$ cat config.mk
export PLATFORM = sky130hd
export DESIGN_NAME = silly_function
export DESIGN_NICKNAME = d
export VERILOG_FILES = /design/src/rtl/silly_function.sv
export SDC_FILE = /design/constraint.sdc
export NUM_CORES = 1
export LEC_CHECK = 0
export ABC_AREA = 1
export CAP_MARGIN = 10
export CORE_ASPECT_RATIO = 1.25
export CORE_UTILIZATION = 50
export CTS_BUF_LIST = sky130_fd_sc_hd__clkbuf_8
export CTS_CLUSTER_SIZE = 14
export DETAILED_ROUTE_END_ITERATION = 8
export PLACE_DENSITY_LB_ADDON = 0.2
export SLEW_MARGIN = 20
export SYNTH_ARGS = -nofsm -noshare
export SYNTH_HDL_FRONTEND = slang
export SYNTH_SLANG_ARGS = --single-unit
$ cat constraint.sdc
create_clock -name clk -period 1.6 [get_ports clk]
set_input_delay 0.48 -clock clk [delete_from_list [all_inputs] [get_ports clk]]
set_output_delay 0.48 -clock clk [all_outputs]
set_load 0.05 [all_outputs]
$ cat src/rtl/silly_function.sv
// silly_function: three-input Boolean function with a registered result
// path and two saturating statistics counters.
//
// y is a pure table lookup on {a,b,c}; the table is a parameter so the same
// block can stand in for any three-input function. The registered path and
// counters capture y whenever in_valid is high at a rising edge.
//
// Handshake: in_valid is a one-sided strobe with no ready. A sample is
// accepted at every rising edge where reset is high and in_valid is high.
// out_valid pulses for exactly one cycle after each accepted sample, and
// y_q carries that sample's y. There is no backpressure, so one sample per
// clock is sustained.
module silly_function #(
    parameter logic [7:0] TRUTH_TABLE = 8'h31,  // bit i is y for {a,b,c} == i
    parameter int         CNT_W       = 32      // counter width, 2..32
) (
    input  logic             clk,
    input  logic             reset,       // asynchronous, active low
    input  logic             a,
    input  logic             b,
    input  logic             c,
    input  logic             in_valid,
    input  logic             clear,
    output logic             y,
    output logic             y_q,
    output logic             out_valid,
    output logic [CNT_W-1:0] eval_count,
    output logic [CNT_W-1:0] ones_count
);

    localparam logic [CNT_W-1:0] CNT_MAX = '1;
    localparam logic [CNT_W-1:0] CNT_ONE = {{(CNT_W-1){1'b0}}, 1'b1};

    logic [2:0] sel;

    assign sel = {a, b, c};

    // Combinational result: a straight table lookup, independent of clock,
    // reset and the sample strobe.
    assign y = TRUTH_TABLE[sel];

    // Registered copy of y plus its one-cycle valid pulse.
    always_ff @(posedge clk or negedge reset) begin
        if (!reset) begin
            y_q       <= 1'b0;
            out_valid <= 1'b0;
        end else begin
            out_valid <= in_valid;
            if (in_valid) begin
                y_q <= y;
            end
        end
    end

    // Saturating statistics counters; clear beats a coincident sample.
    always_ff @(posedge clk or negedge reset) begin
        if (!reset) begin
            eval_count <= '0;
            ones_count <= '0;
        end else if (clear) begin
            eval_count <= '0;
            ones_count <= '0;
        end else if (in_valid) begin
            if (eval_count != CNT_MAX) begin
                eval_count <= eval_count + CNT_ONE;
            end
            if (y && (ones_count != CNT_MAX)) begin
                ones_count <= ones_count + CNT_ONE;
            end
        end
    end

endmodule

==> results, run 1 <==
- The run finished, with violations left.
- The checks that failed: setup timing.
- In this run the worst setup path begins at eval_count[21]$_DFFE_PN0P_.
- The multiplexer fraction of the synthesized cell area is 0.
- The worst setup path is launched from a flip-flop.
- Of all nets on the critical path, the largest fanout is 6.
- After synthesis, the largest family of logic cells by area is simple AND/OR/NAND/NOR gates.
- The path class of the tightest hold or removal check is input pin to async pin.
- The complex-gate fraction of the synthesized area is 0.0446.
- The worst hold slack after final layout is 99.9 ps.
- The final-report hold violation count was 0.
- The first routing iteration left 723 violations.
- The peak clock frequency supported by timing is 521 MHz.
- The share of synthesized area in the top cell type comes to 0.378.
- Of the cells placed in the final design, the portion with a size suffix greater than 1 is 0.394.
- At the end of routability-driven placement, the weighted congestion stood at about 0.94.
- The number of cells after detailed placement is 908.
- The number of max-slew violations in the final report came to 0.
- The share of the synthesized netlist area taken by xor and xnor gates is 0.0561.
- Setup repair after global routing could not meet its margin everywhere.
- The fraction of synthesis flops using an asynchronous set or reset pin is 1.00.
- The first global-routing pass estimated 24900 um of wire.
- The critical path is of the flip-flop to flip-flop type.
- The final critical path time including I/O delays and setup is 1920 ps.
- The worst setup slack after placement is -435 ps.
- The number of H-tree levels is 3.
- VDD sags by at most 0.573 mV.
- The number of global-route vias before repair is around 5400.
- The number of nets in the synthesized netlist is 659.
- Buffers inserted to repair hold after CTS numbered 0.
- Yosys instantiated no cell more often than sky130_fd_sc_hd__nand2_1.
- The total routed wirelength is 20800 um.
- The critical path buffer and inverter count is 2.
- By count the netlist is led by sky130_fd_sc_hd__nand2_1 (275), sky130_fd_sc_hd__nor2_1 (100), sky130_fd_sc_hd__dfrtp_1 (66).
- Of the synthesized area, sequential elements account for 0.378.
- The residual overflow from global routing is 0.
- The full die area is 9120 sq um.
- In the synthesized netlist, the number of instances is 650.
- The maximum clock path buffer count is 2.
- The average instance in the mapped netlist occupies 6.73 sq um.
- The average wire per standard cell is approximately 22 um.
- Detailed placement ended at an HPWL of 10200 um.
- The overall fraction of global-route tracks in use is 0.357.
- The library cell occupying the most area in the post-synthesis netlist is sky130_fd_sc_hd__dfrtp_1.
- Input and output buffers added on the ports amount to 73.
- STA classifies the critical path endpoint as a flip-flop.
- The area growth from synthesis to layout is 71.7%.
- The worst setup margin is -320 ps.
- Across all layers, the routed design uses 5925 vias.
- The I/O pin count is 74.
- The worst max-slew margin expressed relative to the limit is 0.719.
- Among the stages of the critical path, the cell type that occurs most often is sky130_fd_sc_hd__nand2_1.
- Clock skew on the completed layout was measured at around 15 ps.
- The number of clock sinks seen by CTS is 66.
- In the routed design, unresolved DRC markers number 0.
- The area of the mapped netlist is 4370 sq um.
- In this run, CTS created clock tree buffers numbering 9.
- After clock tree synthesis, the clock-pin slew on the worst setup and hold paths is 90 ps.
- Setup violations remaining at the end of the flow were counted as 79.
- The arrival time of the worst setup path is 2170 ps.
- The synthesized design contains 66 register bits.
- Traced cell by cell, the critical path runs through nand2_1 -> nor2_1 -> nand2_1 -> nor2_1 -> nand2_2 -> nand3_4 -> inv_4 -> buf_4 -> nand2_1 -> nand2_1.
- TritonCTS built the clock tree.
- The register-to-register path setup slack is -320 ps.
- Of the total synthesized cell area, the portion taken by AND, OR, NAND and NOR gates is 0.452.
- The horizontal die dimension is 85.6 um.
- The highest cell delay on the worst timing path is 390 ps.
- The effective utilization at floorplan is 0.525.
- On the critical path, the stage with the largest delay is an instance of sky130_fd_sc_hd__dfrtp_1.
- The analysis attributes to cell leakage a power of 3.55 nW.
- The reg-to-reg critical path startpoint is eval_count[21]$_DFFE_PN0P_.
- The utilization after layout is 0.901.
- The initial antenna violation count is 0.
- For the pin with the worst max-slew slack, the measured transition is roughly 420 ps.
- The floorplan has 37 rows.
- The non-filler instance count after layout is between 900 and 1000.
- The area of the core region is approximately 8300 sq um.
- In the finished design, the share of the clock period the worst path needs comes to 1.20.
- Measured along the y axis, the die boundary spans 107 um.
- The kind of cell with the highest combined delay on the critical path is simple AND/OR/NAND/NOR gates.
- CTS placed an instance of sky130_fd_sc_hd__clkbuf_8 at the clock tree root.
- Power spread over the standard cell area amounts to 490 nW/um^2.
- The main flop type after synthesis is sky130_fd_sc_hd__dfrtp_1.
- The first TritonRoute pass finished after 6 iterations.
- The number of nets at the end of the flow is about 860.
- The required time at the worst-slack endpoint is roughly 1900 ps.
- The pin count of the biggest net entering global routing is 67.
- The latest clock arrival within the worst-skew pair is 380 ps.
- Sorting the synthesized cells by area gives the leading types as sky130_fd_sc_hd__dfrtp_1 (38%), sky130_fd_sc_hd__nand2_1 (24%), sky130_fd_sc_hd__nor2_1 (8.6%).
- Counting flops with a built-in enable in the synthesized netlist gives 0.
- Across the run, the number of max-cap violations was 0.
- The count of distinct cell types in the synthesized netlist is 33.
- The antenna diode count is 0.
- During synthesis, Yosys emitted a total of 0 warnings.
- Of the total synthesized cell area, the portion taken by full adders, half adders and majority gates is 0.00572.
- Using the TritonRoute via totals, the vias-per-cell ratio works out to 6.24.
- The remaining number of nets flagged by the antenna check after routing is 0.
-- final timing paths --
path	endpoint	depth (start not counted)
max in group asynchronous	eval_count[24]$_DFFE_PN0P_	2
max	eval_count[20]$_DFFE_PN0P_	10
min reg2reg	ones_count[7]$_DFFE_PN0P_	2
min	ones_count[10]$_DFFE_PN0P_	2
min in group clk	ones_count[7]$_DFFE_PN0P_	2
max reg2reg	eval_count[20]$_DFFE_PN0P_	10
-- per-layer routing --
metal | wire (um) | GRT usage
met4 | 2240 | 0.293
met1 | 6380 | 0.375
met3 | 2430 | 0.0559
met5 | 0 | 0
met2 | 9740 | 0.623
-- what timing repair did --
item / in CTS / in global routing
setup buffers: 8 / 10
endpoints found under the hold margin: 0 / 0
pin swaps: 6 / 23
endpoints found under the setup margin: 58 / 69
gates resized for setup: 11 / 71
gates cloned: 1 / 6
-- area by class of cell --
| type | instances | area (sq um) |
|---|---|---|
| multi-input cells | 523 | 2740 |
| fillers | 359 | 827 |
| repair inverters | 2 | 25.0 |
| clock buffers | 11 | 151 |
| flip-flops and latches | 66 | 1710 |
| inverters | 47 | 191 |
| well taps | 97 | 121 |
| repair buffers | 198 | 2520 |
| clock inverters | 5 | 46.3 |
-- flip-flops by register name, indices dropped and copies added (netlist names) --
signal      cells
eval_count     32
ones_count     32
out_valid       1
y_q             1
-- where the power goes --
group	total (mW)	internal [mW]	switching, mW
clock	1.53	0.788	0.739
sequential	1.69	1.68	0.0165
combinational	0.458	0.182	0.276
-- cell usage in the layout (no fill, tap or decap), drive strengths merged --
cell and instances:
buf 190, xnor2 15, clkdlybuf4s50 2, dlygate4sd2 3
dfrtp 66, nand3b 5, nor3 1, o211ai 1
a21oi 2, nand4 18, o21ai 22, bufinv 1
or2 3, a21boi 3, clkinv 3, o21bai 3
nand3 38, nand2 284, clkbuf 14, inv 50
ha 2, nor2 111, a21o 2, xor2 13
-- logic make-up (layout without fill, tap and decap cells) --
family                   Yosys count  in the layout
XOR/XNOR                          28             28
buffers and inverters             61            263
flip-flops                        66             66
AND/OR/NAND/NOR                  460            460
AO/OA/AOI/OAI                     33             33
adder cells (fa/ha/maj)            2              2
-- through the flow --
step	TNS, ps	power [mW]	area [sq um]
global placement	-19840	2.06	6750
finish	-13500	3.68	7510
floorplan	-6340	1.88	4520
CTS	0	3.51	7060
global route	-14670	3.74	7510
detailed placement	-23160	2.06	6750
-- worst register-to-register path, cell delays in order (launching register included) --
cell                      delay (ps)
sky130_fd_sc_hd__dfrtp_1         390
sky130_fd_sc_hd__nand2_1         130
sky130_fd_sc_hd__nor2_1          280
sky130_fd_sc_hd__nand2_1         190
sky130_fd_sc_hd__nor2_1          220
sky130_fd_sc_hd__nand2_2         100
sky130_fd_sc_hd__nand3_4         110
sky130_fd_sc_hd__inv_4            60
sky130_fd_sc_hd__buf_4           160
sky130_fd_sc_hd__nand2_1          80
sky130_fd_sc_hd__nand2_1          90
No activity file was read; power rests on OpenSTA's default activity.
==> run 2: changes to the inputs <==
--- a/config.mk
+++ b/config.mk
@@ -12,6 +12,7 @@
 export CTS_BUF_LIST = sky130_fd_sc_hd__clkbuf_8
 export CTS_CLUSTER_SIZE = 14
 export DETAILED_ROUTE_END_ITERATION = 8
+export GPL_TIMING_DRIVEN = 0
 export PLACE_DENSITY_LB_ADDON = 0.2
 export SLEW_MARGIN = 20
 export SYNTH_ARGS = -nofsm -noshare
==> results, run 2 (synthesized netlist as in run 1, its figures left out) <==
- The flow ran to the end, but the final reports show violations.
- The final reports fail on setup timing.
- In this run the tool buffered the top-level ports with 72 buffer cells.
- Across the run, the number of max-cap violations was 0.
- Clock latency on the worst-skew pair, taken at its later pin, is around 370 ps.
- The floorplan step defined a die boundary enclosing 9120 sq um.
- The share of the clock period used by the worst path after layout is 1.06.
- The worst voltage drop across the vdd grid is 0.534 mV.
- The total overflow left after global routing is 0.
- At the end of routability-driven placement, the weighted congestion stood at ~0.96.
- OpenSTA, run right after detailed placement, puts the worst setup slack at -786 ps.
- No sink is reached through more buffers than the 2 on the longest clock path.
- The number of max-slew violations in the final report is 0.
- The critical path is of the flip-flop to flip-flop type.
- The number of setup violations in the final report is 59.
- The final critical path time including I/O delays and setup is 1700 ps.
- The power per unit of standard cell area is 583 nW/um^2.
- Data on the critical path is required at its endpoint by between 1500 and 2000 ps.
- Entering global routing, the biggest net connects 50 pins.
- After detailed routing, the average wire length per cell comes to 16.9 um.
- The share of post-route cells with drive strength above 1 is 0.440.
- The clock root buffer master is sky130_fd_sc_hd__clkbuf_8.
- The number of DRC markers after the initial detailed-route iteration is 310.
- Across the whole layout, storage elements account for 1720 sq um.
- The I/O pin count is 74.
- The wire length of the first global-routing pass is between 20000 and 25000 um.
- Static timing analysis puts the maximum clock frequency at 588 MHz.
- The register-to-register path setup slack is -100 ps.
- For the pin with the worst max-slew slack, the measured transition is 540 ps.
- In this run the critical register-to-register path is captured at eval_count[16]$_DFFE_PN0P_.
- The overall fraction of global-route tracks in use is 0.301.
- The library cells used most frequently in the layout, excluding fill and tap cells, are sky130_fd_sc_hd__nand2_1 (198), sky130_fd_sc_hd__nor2_1 (82), sky130_fd_sc_hd__nand2_2 (67).
- The initial antenna violation count is 0.
- The initial utilization of the core area, before any placement, comes to 0.525.
- The worst clock skew is between 15 and 20 ps.
- The critical path launch point type is a flip-flop.
- Of all nets on the critical path, the largest fanout is 8.
- Summing all multi-input logic gate instances after layout gives 2950 sq um.
- The detailed-route via count is 4937.
- TritonCTS built the clock tree.
- After clock tree synthesis, the clock-pin slew on the worst setup and hold paths is around 90 ps.
- The vias per cell is 5.58.
- Relative to the synthesized area, the layout overhead comes to 45.4%.
- The DRC violation count after routing is 0.
- The reg-to-reg critical path startpoint is eval_count[11]$_DFFE_PN0P_.
- The standard-cell row count is 37.
- In this run the tightest slew margin relative to its limit is 0.640.
- Clock tree synthesis inserted a total of 9 buffers.
- In the final layout, the registers with the most flip-flops are eval_count x32, ones_count x32.
- The path class of the tightest hold or removal check is input pin to flip-flop.
- The final-report hold violation count is 0.
- The total power is 3.70 mW.
- Summed over all layers, the routed wires come to 14900 um.
- Before antenna repair, the detailed router went through 5 iterations.
- 0 antenna diodes ended up in the layout.
- The H-tree was split into 3 levels.
- The leakage power of the design is between 3 and 4 nW.
- The horizontal die dimension is 85.6 um.
- In this run the vertical extent of the chip is 107 um.
- The library cell used most frequently in the layout, excluding fill and tap cells, is sky130_fd_sc_hd__nand2_1.
- The number of nets at the end of the flow is 792.
- In the post-route analysis, the smallest setup slack over all paths is -101 ps.
- The startpoint of the most critical setup path is eval_count[11]$_DFFE_PN0P_.
- The number of global-route vias before repair is about 4400.
- The element type at the critical path end is a flip-flop.
- The instance area after placement is 5380 sq um.
- Clock tree synthesis found a total of 66 sinks.
- The arrival time of the worst setup path is 1990 ps.
- The final design area excluding fillers is approximately 6400 sq um.
- The wire-length estimate of the detail-placed layout is between 9000 and 10000 um.
- The remaining number of nets flagged by the antenna check after routing is 0.
- The area of the core region is roughly 8300 sq um.
- Counting the fill cells in the layout gives 577.
- Setup repair after global routing could not meet its margin everywhere.
- The most critical setup path has its endpoint at eval_count[16]$_DFFE_PN0P_.
- Counting cells, the worst reg-to-reg path comes to 9.
[run 2: cell type report]
type	instances	share of cell area
sequential	66	0.270
buffer	14	0.0260
multi-input combinational	523	0.465
inverter	47	0.0305
timing repair buffer	122	0.157
tap	97	0.0191
clock inverter	6	0.0130
clock buffer	9	0.0195
[run 2: how the worst min path moves through the flow]
| stage | from | to | slack, ps | depth (start not counted) |
|---|---|---|---|---|
| floorplan | reset | eval_count[0]$_DFFE_PN0P_ | 180 | 0 |
| global placement | y_q$_DFFE_PN0P_ | y_q$_DFFE_PN0P_ | 480 | 2 |
| detailed placement | reset | ones_count[7]$_DFFE_PN0P_ | 370 | 1 |
| CTS | y_q$_DFFE_PN0P_ | y_q$_DFFE_PN0P_ | 520 | 2 |
| global route | in_valid | out_valid$_DFF_PN0_ | 390 | 1 |
| finish | in_valid | out_valid$_DFF_PN0_ | 390 | 1 |
[run 2: timing repair]
| action | CTS | global route |
|---|---|---|
| hold buffers | 1 | 0 |
| endpoints found under the setup margin | 127 | 77 |
| cloned | 1 | 8 |
| pin swaps | 9 | 28 |
| endpoints found under the hold margin | 17 | 0 |
| setup buffers | 11 | 28 |
| resized for setup | 373 | 165 |
[run 2: where the power goes]
part / internal (mW) / leakage [nW] / total, mW / switching, mW
clock network: 0.860 / 0.105 / 1.57 / 0.711
registers: 1.68 / 0.830 / 1.69 / 0.0134
logic: 0.172 / 2.18 / 0.440 / 0.268
[run 2: critical path, cell delays in order (launching register included)]
cell	delay (ps)
sky130_fd_sc_hd__dfrtp_2	430
sky130_fd_sc_hd__nand2_1	150
sky130_fd_sc_hd__nor2_4	170
sky130_fd_sc_hd__nand2_2	110
sky130_fd_sc_hd__nor2_8	160
sky130_fd_sc_hd__nand4_4	130
sky130_fd_sc_hd__nand2_8	170
sky130_fd_sc_hd__clkbuf_16	170
sky130_fd_sc_hd__nand2_2	50
sky130_fd_sc_hd__o21ai_2	60
[run 2: metrics by stage]
stage	TNS (ps)	cells	hold slack, ps	utilization
floorplan	-6340	650	184	-
global placement	-177070	819	478	0.643
detailed placement	-24920	820	373	0.646
CTS	-55.2	848	517	0.659
global route	-8100	884	391	0.763
finish	-3140	884	393	0.763
[run 2: routing by layer]
layer	up-vias	GRT usage	wire length, um	share of wire
met1	2315	0.338	5540	0.37
met4	0	0.181	873	0.059
met5	-	0	0	0
met3	80	0.0466	820	0.055
met2	244	0.533	7690	0.52
li1	2298	-	-	-
